**src/rtl/bpd_request_tracker.sv**
```systemverilog
// Branch-predictor request tracker: issues prediction requests, keeps in-flight branches
// in a FIFO, drives in-order training updates and repairs global history on mispredict.
module bpd_request_tracker #(
  parameter int DEPTH    = 8,
  parameter int HIST_LEN = 16,
  localparam int IDX_W   = $clog2(DEPTH)
) (
  input  logic             clock,
  input  logic             reset,
  input  logic             br_valid,
  output logic             br_ready,
  input  logic [63:0]      br_pc,
  output logic             req_valid,
  output logic [63:0]      req_pc,
  output logic [63:0]      req_hist,
  input  logic             req_taken,
  output logic             pred_valid,
  output logic             pred_taken,
  output logic [IDX_W-1:0] pred_tag,
  input  logic             resolve_valid,
  input  logic [IDX_W-1:0] resolve_tag,
  input  logic             resolve_taken,
  output logic             update_valid,
  output logic [63:0]      update_pc,
  output logic [63:0]      update_hist,
  output logic             update_taken,
  output logic             mispredict,
  output logic             resolve_err
);

  localparam int CNT_W = IDX_W + 1;

  function automatic logic [HIST_LEN-1:0] hist_push(input logic [HIST_LEN-1:0] h,
                                                    input logic b);
    return HIST_LEN'({h, b});
  endfunction

  function automatic logic [63:0] zext(input logic [HIST_LEN-1:0] h);
    return 64'(h);
  endfunction

  logic [HIST_LEN-1:0] ghist_q, ghist_d;
  logic [IDX_W-1:0]    head_q, head_d, tail_q, tail_d;
  logic [CNT_W-1:0]    count_q, count_d;
  logic                busy_q, busy_d;
  logic [63:0]         st_pc_q, st_pc_d;
  logic [HIST_LEN-1:0] st_hist_q, st_hist_d;
  logic [63:0]         fifo_pc_q   [DEPTH];
  logic [63:0]         fifo_pc_d   [DEPTH];
  logic [HIST_LEN-1:0] fifo_hist_q [DEPTH];
  logic [HIST_LEN-1:0] fifo_hist_d [DEPTH];
  logic                fifo_pred_q [DEPTH];
  logic                fifo_pred_d [DEPTH];
  logic                pred_valid_q, pred_valid_d;
  logic                pred_taken_q, pred_taken_d;
  logic [IDX_W-1:0]    pred_tag_q, pred_tag_d;
  logic                update_valid_q, update_valid_d;
  logic [63:0]         update_pc_q, update_pc_d;
  logic [63:0]         update_hist_q, update_hist_d;
  logic                update_taken_q, update_taken_d;
  logic                mispredict_q, mispredict_d;
  logic                resolve_err_q, resolve_err_d;

  logic accept;
  logic legal;
  logic mispred;
  logic capture;

  // Stage 1 never accepts while stage 2 is busy, so a free slot is always reserved.
  assign br_ready  = !busy_q && ((count_q + CNT_W'(busy_q)) < CNT_W'(DEPTH)) && !resolve_valid;
  assign accept    = br_valid && br_ready;
  assign req_valid = accept;
  assign req_pc    = br_pc;
  assign req_hist  = zext(ghist_q);

  assign legal   = resolve_valid && (count_q != {CNT_W{1'b0}}) && (resolve_tag == head_q);
  assign mispred = legal && (resolve_taken != fifo_pred_q[head_q]);
  assign capture = busy_q && !mispred;

  assign pred_valid   = pred_valid_q;
  assign pred_taken   = pred_taken_q;
  assign pred_tag     = pred_tag_q;
  assign update_valid = update_valid_q;
  assign update_pc    = update_pc_q;
  assign update_hist  = update_hist_q;
  assign update_taken = update_taken_q;
  assign mispredict   = mispredict_q;
  assign resolve_err  = resolve_err_q;

  // Next-state for the request stage, FIFO pointers, history and registered outputs.
  always_comb begin
    busy_d         = accept;
    fifo_pc_d      = fifo_pc_q;
    fifo_hist_d    = fifo_hist_q;
    fifo_pred_d    = fifo_pred_q;
    head_d         = head_q;
    pred_valid_d   = capture;
    pred_taken_d   = pred_taken_q;
    pred_tag_d     = pred_tag_q;
    update_valid_d = legal;
    update_pc_d    = update_pc_q;
    update_hist_d  = update_hist_q;
    update_taken_d = update_taken_q;
    mispredict_d   = mispred;
    resolve_err_d  = resolve_err_q || (resolve_valid && !legal);

    if (accept) begin
      st_pc_d   = br_pc;
      st_hist_d = ghist_q;
    end else begin
      st_pc_d   = st_pc_q;
      st_hist_d = st_hist_q;
    end

    if (capture) begin
      fifo_pc_d[tail_q]   = st_pc_q;
      fifo_hist_d[tail_q] = st_hist_q;
      fifo_pred_d[tail_q] = req_taken;
      pred_taken_d        = req_taken;
      pred_tag_d          = tail_q;
    end else begin
      pred_taken_d = pred_taken_q;
      pred_tag_d   = pred_tag_q;
    end

    if (legal) begin
      head_d         = head_q + IDX_W'(1);
      update_pc_d    = fifo_pc_q[head_q];
      update_hist_d  = zext(fifo_hist_q[head_q]);
      update_taken_d = resolve_taken;
    end else begin
      head_d = head_q;
    end

    // A mispredict rebuilds history from the resolved branch and drops everything younger.
    if (mispred) begin
      ghist_d = hist_push(fifo_hist_q[head_q], resolve_taken);
      tail_d  = head_q + IDX_W'(1);
      count_d = {CNT_W{1'b0}};
    end else if (capture) begin
      ghist_d = hist_push(ghist_q, req_taken);
      tail_d  = tail_q + IDX_W'(1);
      count_d = legal ? count_q : count_q + CNT_W'(1);
    end else begin
      ghist_d = ghist_q;
      tail_d  = tail_q;
      case (legal)
        1'b1:    count_d = count_q - CNT_W'(1);
        default: count_d = count_q;
      endcase
    end
  end

  // State registers with synchronous active-low reset.
  always_ff @(posedge clock) begin
    if (!reset) begin
      ghist_q        <= {HIST_LEN{1'b0}};
      head_q         <= {IDX_W{1'b0}};
      tail_q         <= {IDX_W{1'b0}};
      count_q        <= {CNT_W{1'b0}};
      busy_q         <= 1'b0;
      st_pc_q        <= 64'd0;
      st_hist_q      <= {HIST_LEN{1'b0}};
      for (int i = 0; i < DEPTH; i++) begin
        fifo_pc_q[i]   <= 64'd0;
        fifo_hist_q[i] <= {HIST_LEN{1'b0}};
        fifo_pred_q[i] <= 1'b0;
      end
      pred_valid_q   <= 1'b0;
      pred_taken_q   <= 1'b0;
      pred_tag_q     <= {IDX_W{1'b0}};
      update_valid_q <= 1'b0;
      update_pc_q    <= 64'd0;
      update_hist_q  <= 64'd0;
      update_taken_q <= 1'b0;
      mispredict_q   <= 1'b0;
      resolve_err_q  <= 1'b0;
    end else begin
      ghist_q        <= ghist_d;
      head_q         <= head_d;
      tail_q         <= tail_d;
      count_q        <= count_d;
      busy_q         <= busy_d;
      st_pc_q        <= st_pc_d;
      st_hist_q      <= st_hist_d;
      fifo_pc_q      <= fifo_pc_d;
      fifo_hist_q    <= fifo_hist_d;
      fifo_pred_q    <= fifo_pred_d;
      pred_valid_q   <= pred_valid_d;
      pred_taken_q   <= pred_taken_d;
      pred_tag_q     <= pred_tag_d;
      update_valid_q <= update_valid_d;
      update_pc_q    <= update_pc_d;
      update_hist_q  <= update_hist_d;
      update_taken_q <= update_taken_d;
      mispredict_q   <= mispredict_d;
      resolve_err_q  <= resolve_err_d;
    end
  end

endmodule

```
**config.mk**
```make
export PLATFORM = sky130hd
export DESIGN_NAME = bpd_request_tracker
export DESIGN_NICKNAME = d
export VERILOG_FILES = /design/src/rtl/bpd_request_tracker.sv
export SDC_FILE = /design/constraint.sdc
export NUM_CORES = 2
export LEC_CHECK = 0
export CORE_ASPECT_RATIO = 2
export CORE_MARGIN = 2
export CORE_UTILIZATION = 62
export CTS_CLUSTER_SIZE = 30
export DETAILED_ROUTE_END_ITERATION = 12
export PLACE_DENSITY_LB_ADDON = 0.05
export SETUP_SLACK_MARGIN = 0.5
export SYNTH_ARGS = -nofsm -noshare
export SYNTH_HDL_FRONTEND = slang
export SYNTH_SLANG_ARGS = --single-unit
```
**constraint.sdc**
```tcl
create_clock -name clock -period 4.6 [get_ports clock]
set_input_delay 0.46 -clock clock [delete_from_list [all_inputs] [get_ports clock]]
set_output_delay 0.46 -clock clock [all_outputs]
set_load 0.01 [all_outputs]
```
==> flow_summary.json <==
{
  "die_w_um": 174,
  "regArea_um2": 16900,
  "post_cts_buffers": 0,
  "initial_core_util": 0.624,
  "vias": 24300,
  "critPathMaxFanout": 23,
  "die_y_um": 345,
  "path_clk_slew_ns": 0.07,
  "place_ws_ns": 1.05,
  "dp_cells": 4155,
  "rsz0062_at_grt": "no",
  "layout_common_cells": "909 x nand2_1, 841 x dfxtp_1, 736 x mux2i_1",
  "cts_sinks": 844,
  "antenna_found_initial": 1,
  "peakVddDrop_mv": 0.349,
  "layout-drive-gt1-share": 0.0930,
  "met1_length_mm": 36.5,
  "cts_buffers": 73,
  "nFillCells": 4413,
  "cts_max_level": 3,
  "syn_to_final_growth_pct": 11.9,
  "synth-warning-count": 0,
  "nets": 3546,
  "synth.area.top_cells": "dfxtp_1 47%, mux2i_1 20%, mux4_2 10%, nand2_1 9.5%, buf_4 3.7%",
  "ys_seq_area_frac": 0.469,
  "placementRows": 125,
  "wl_met2_mm": 40.3,
  "routed_wl_mm": 81.7,
  "mostFrequentLayoutCell": "nand2_1",
  "ys.flop_type": "dfxtp_1",
  "worst_pin_slew_ns": 1.06,
  "drc": 0,
  "place_hpwl_mm": 47.4,
  "worstSetupPathType": "reg -> reg",
  "synthCells": 3446,
  "syn_area_per_cell_um2": 10.4,
  "fin_worst_skew_ns": 0.0213,
  "portBuffers": 243,
  "tns_ns": 0,
  "grt_max_degree": 170,
  "cp-start-kind": "flip-flop",
  "cts_max_path_buffers": 3,
  "wl_met3_mm": 3.21,
  "detail-route-antenna-nets": 0,
  "min_period_ns": 3.54,
  "drv_cap": 0,
  "fmax_ghz": 0.283,
  "yosysTopAreaCellShare": 0.469,
  "yosys_register_bits": 844,
  "setup_viol": 0,
  "grt_pass1_wl_mm": 131,
  "post_cts_resized": 0,
  "ioPinCount": 340,
  "multi_input_area_um2": 17000,
  "antenna_cells": 0,
  "grt_overflow_total": 0,
  "powerDensity_nw_per_um2": 357,
  "cp_data_arrival_time_ns": 4.04,
  "track_usage": 0.270,
  "yosys.area.top_type": "dfxtp_1",
  "via_per_inst": 5.67,
  "cp-end-kind": "flip-flop",
  "timing.final.crit_share": 0.769,
  "dr.pass1.iters": 5,
  "synthDistinctLibCells": 45,
  "place.gp.congestion": 0.770,
  "hold_class": "in -> reg",
  "die_area_um2": 60100,
  "top_layer": "met4",
  "wl_per_cell_um": 19.0,
  "grt_pass1_vias": 24300,
  "drt_iter0_markers": 1440,
  "required_ns": 5.10,
  "async_flop_share": 0,
  "netlist_area_um2": 36000,
  "final_cells": 4288,
  "root_buffer": "clkbuf_16",
  "drv_slew": 0,
  "total_leakage_power_nw": 15.2,
  "cts_tree": "done",
  "hold_buffers": 0,
  "relSlewSlack": 0.293,
  "outcome": "completed",
  "hold_violations": 0,
  "clk_latency_ns": 0.60,
  "synth_edf_count": 0,
  "core_area_um2": 57700,
  "fin_ws_ns": 1.06
}
synthesized netlist by cell type (4+ instances only):
| cell | n |
|---|---|
| buf_4 | 176 |
| nand2_1 | 910 |
| nor3b_1 | 4 |
| a21oi_1 | 85 |
| buf_1 | 8 |
| mux4_2 | 160 |
| mux2i_1 | 736 |
| ha_1 | 4 |
| dfxtp_1 | 844 |
| clkbuf_1 | 173 |
| nor2_1 | 89 |
| buf_2 | 51 |
| buf_6 | 21 |
| a211oi_1 | 114 |
| xor2_1 | 7 |
| nor2b_1 | 18 |
final cells by class:
class,count,share of cell area
clock buffer,117,0.0564
clock inverter,16,0.00416
inverter,4,0.000528
multi-input combinational,2264,0.422
sequential,844,0.420
tap,762,0.0237
timing repair buffer,281,0.0732
flip-flops by register name, summed over array words and instances (netlist names):
| register | cells |
|---|---|
| fifo_hist_q | 128 |
| st_hist_q | 16 |
| head_q | 3 |
| count_q | 4 |
| st_pc_q | 64 |
| resolve_err | 1 |
| fifo_pred_q | 8 |
| update_pc | 64 |
| pred_valid | 1 |
| update_taken | 1 |
| pred_tag | 3 |
| busy_q | 1 |
| pred_taken | 1 |
| tail_q | 3 |
| fifo_pc_q | 512 |
| mispredict | 1 |
| update_valid | 1 |
| ghist_q | 16 |
| update_hist | 16 |
metal layers:
| metal | up-vias | global-route usage |
|---|---|---|
| met2 | 530 | 0.464 |
| met5 | - | 0 |
| met4 | 0 | 0.0765 |
| met1 | 12000 | 0.360 |
| li1 | 11700 | - |
| met3 | 121 | 0.0319 |
power breakdown:
| group | internal [mW] | total (mW) | leakage, nW | switching (mW) |
|---|---|---|---|---|
| logic | 0.250 | 0.673 | 7.22 | 0.423 |
| clock network | 3.56 | 6.28 | 1.20 | 2.72 |
| registers | 7.36 | 7.40 | 6.81 | 0.0435 |
cell families (layout without fill, tap and decap cells):
kind of cell	count (synthesis)	after routing	synth area share
DFF	844	844	0.469
xor gates and xnor gates	10	10	0.00243
adders and majority gates	5	5	0.00195
other	1	96	0.000104
AOI/OAI and AO/OA	215	215	0.0392
and+or+nand+nor	1041	1041	0.112
buffers and inverters	433	418	0.0697
muxes	897	897	0.305
path summary, 6_finish.rpt:
kind | endpoint | from | cells after the start | slack [ns]
worst max register to register | count_q[3]$_SDFFE_PP0P_ | head_q[0]$_SDFFE_PN0P_ | 13 | 1.06
worst min register to register | fifo_pc_q[266]$_SDFFE_PN0P_ | fifo_pc_q[266]$_SDFFE_PN0P_ | 2 | 0.45
worst min-delay path | fifo_pc_q[202]$_SDFFE_PN0P_ | reset | 3 | 0.43
worst max-delay path | count_q[3]$_SDFFE_PP0P_ | head_q[0]$_SDFFE_PN0P_ | 13 | 1.06
metrics by stage:
stage	total power, mW	hold slack [ns]	utilization	instance area, µm²
floorplan	8.06	0.432	-	36400
global placement	8.24	0.438	0.655	37800
detailed placement	8.24	0.443	0.655	37800
CTS	14.5	0.406	0.698	40300
global route	14.8	0.427	0.698	40300
finish	14.4	0.428	0.698	40300
critical path, cell delays in order, from the launching register on:
cell,delay [ns]
dfxtp_4,0.65
mux2_4,0.35
a2bb2oi_2,0.17
nand4_1,0.19
a21oi_4,0.09
nor2b_1,0.50
inv_1,0.19
ha_1,0.32
a21o_1,0.18
a21o_1,0.18
or3_1,0.32
nand2_1,0.06
o21ai_0,0.07
o211a_1,0.14
No activity file was read; power rests on OpenSTA's default activity.
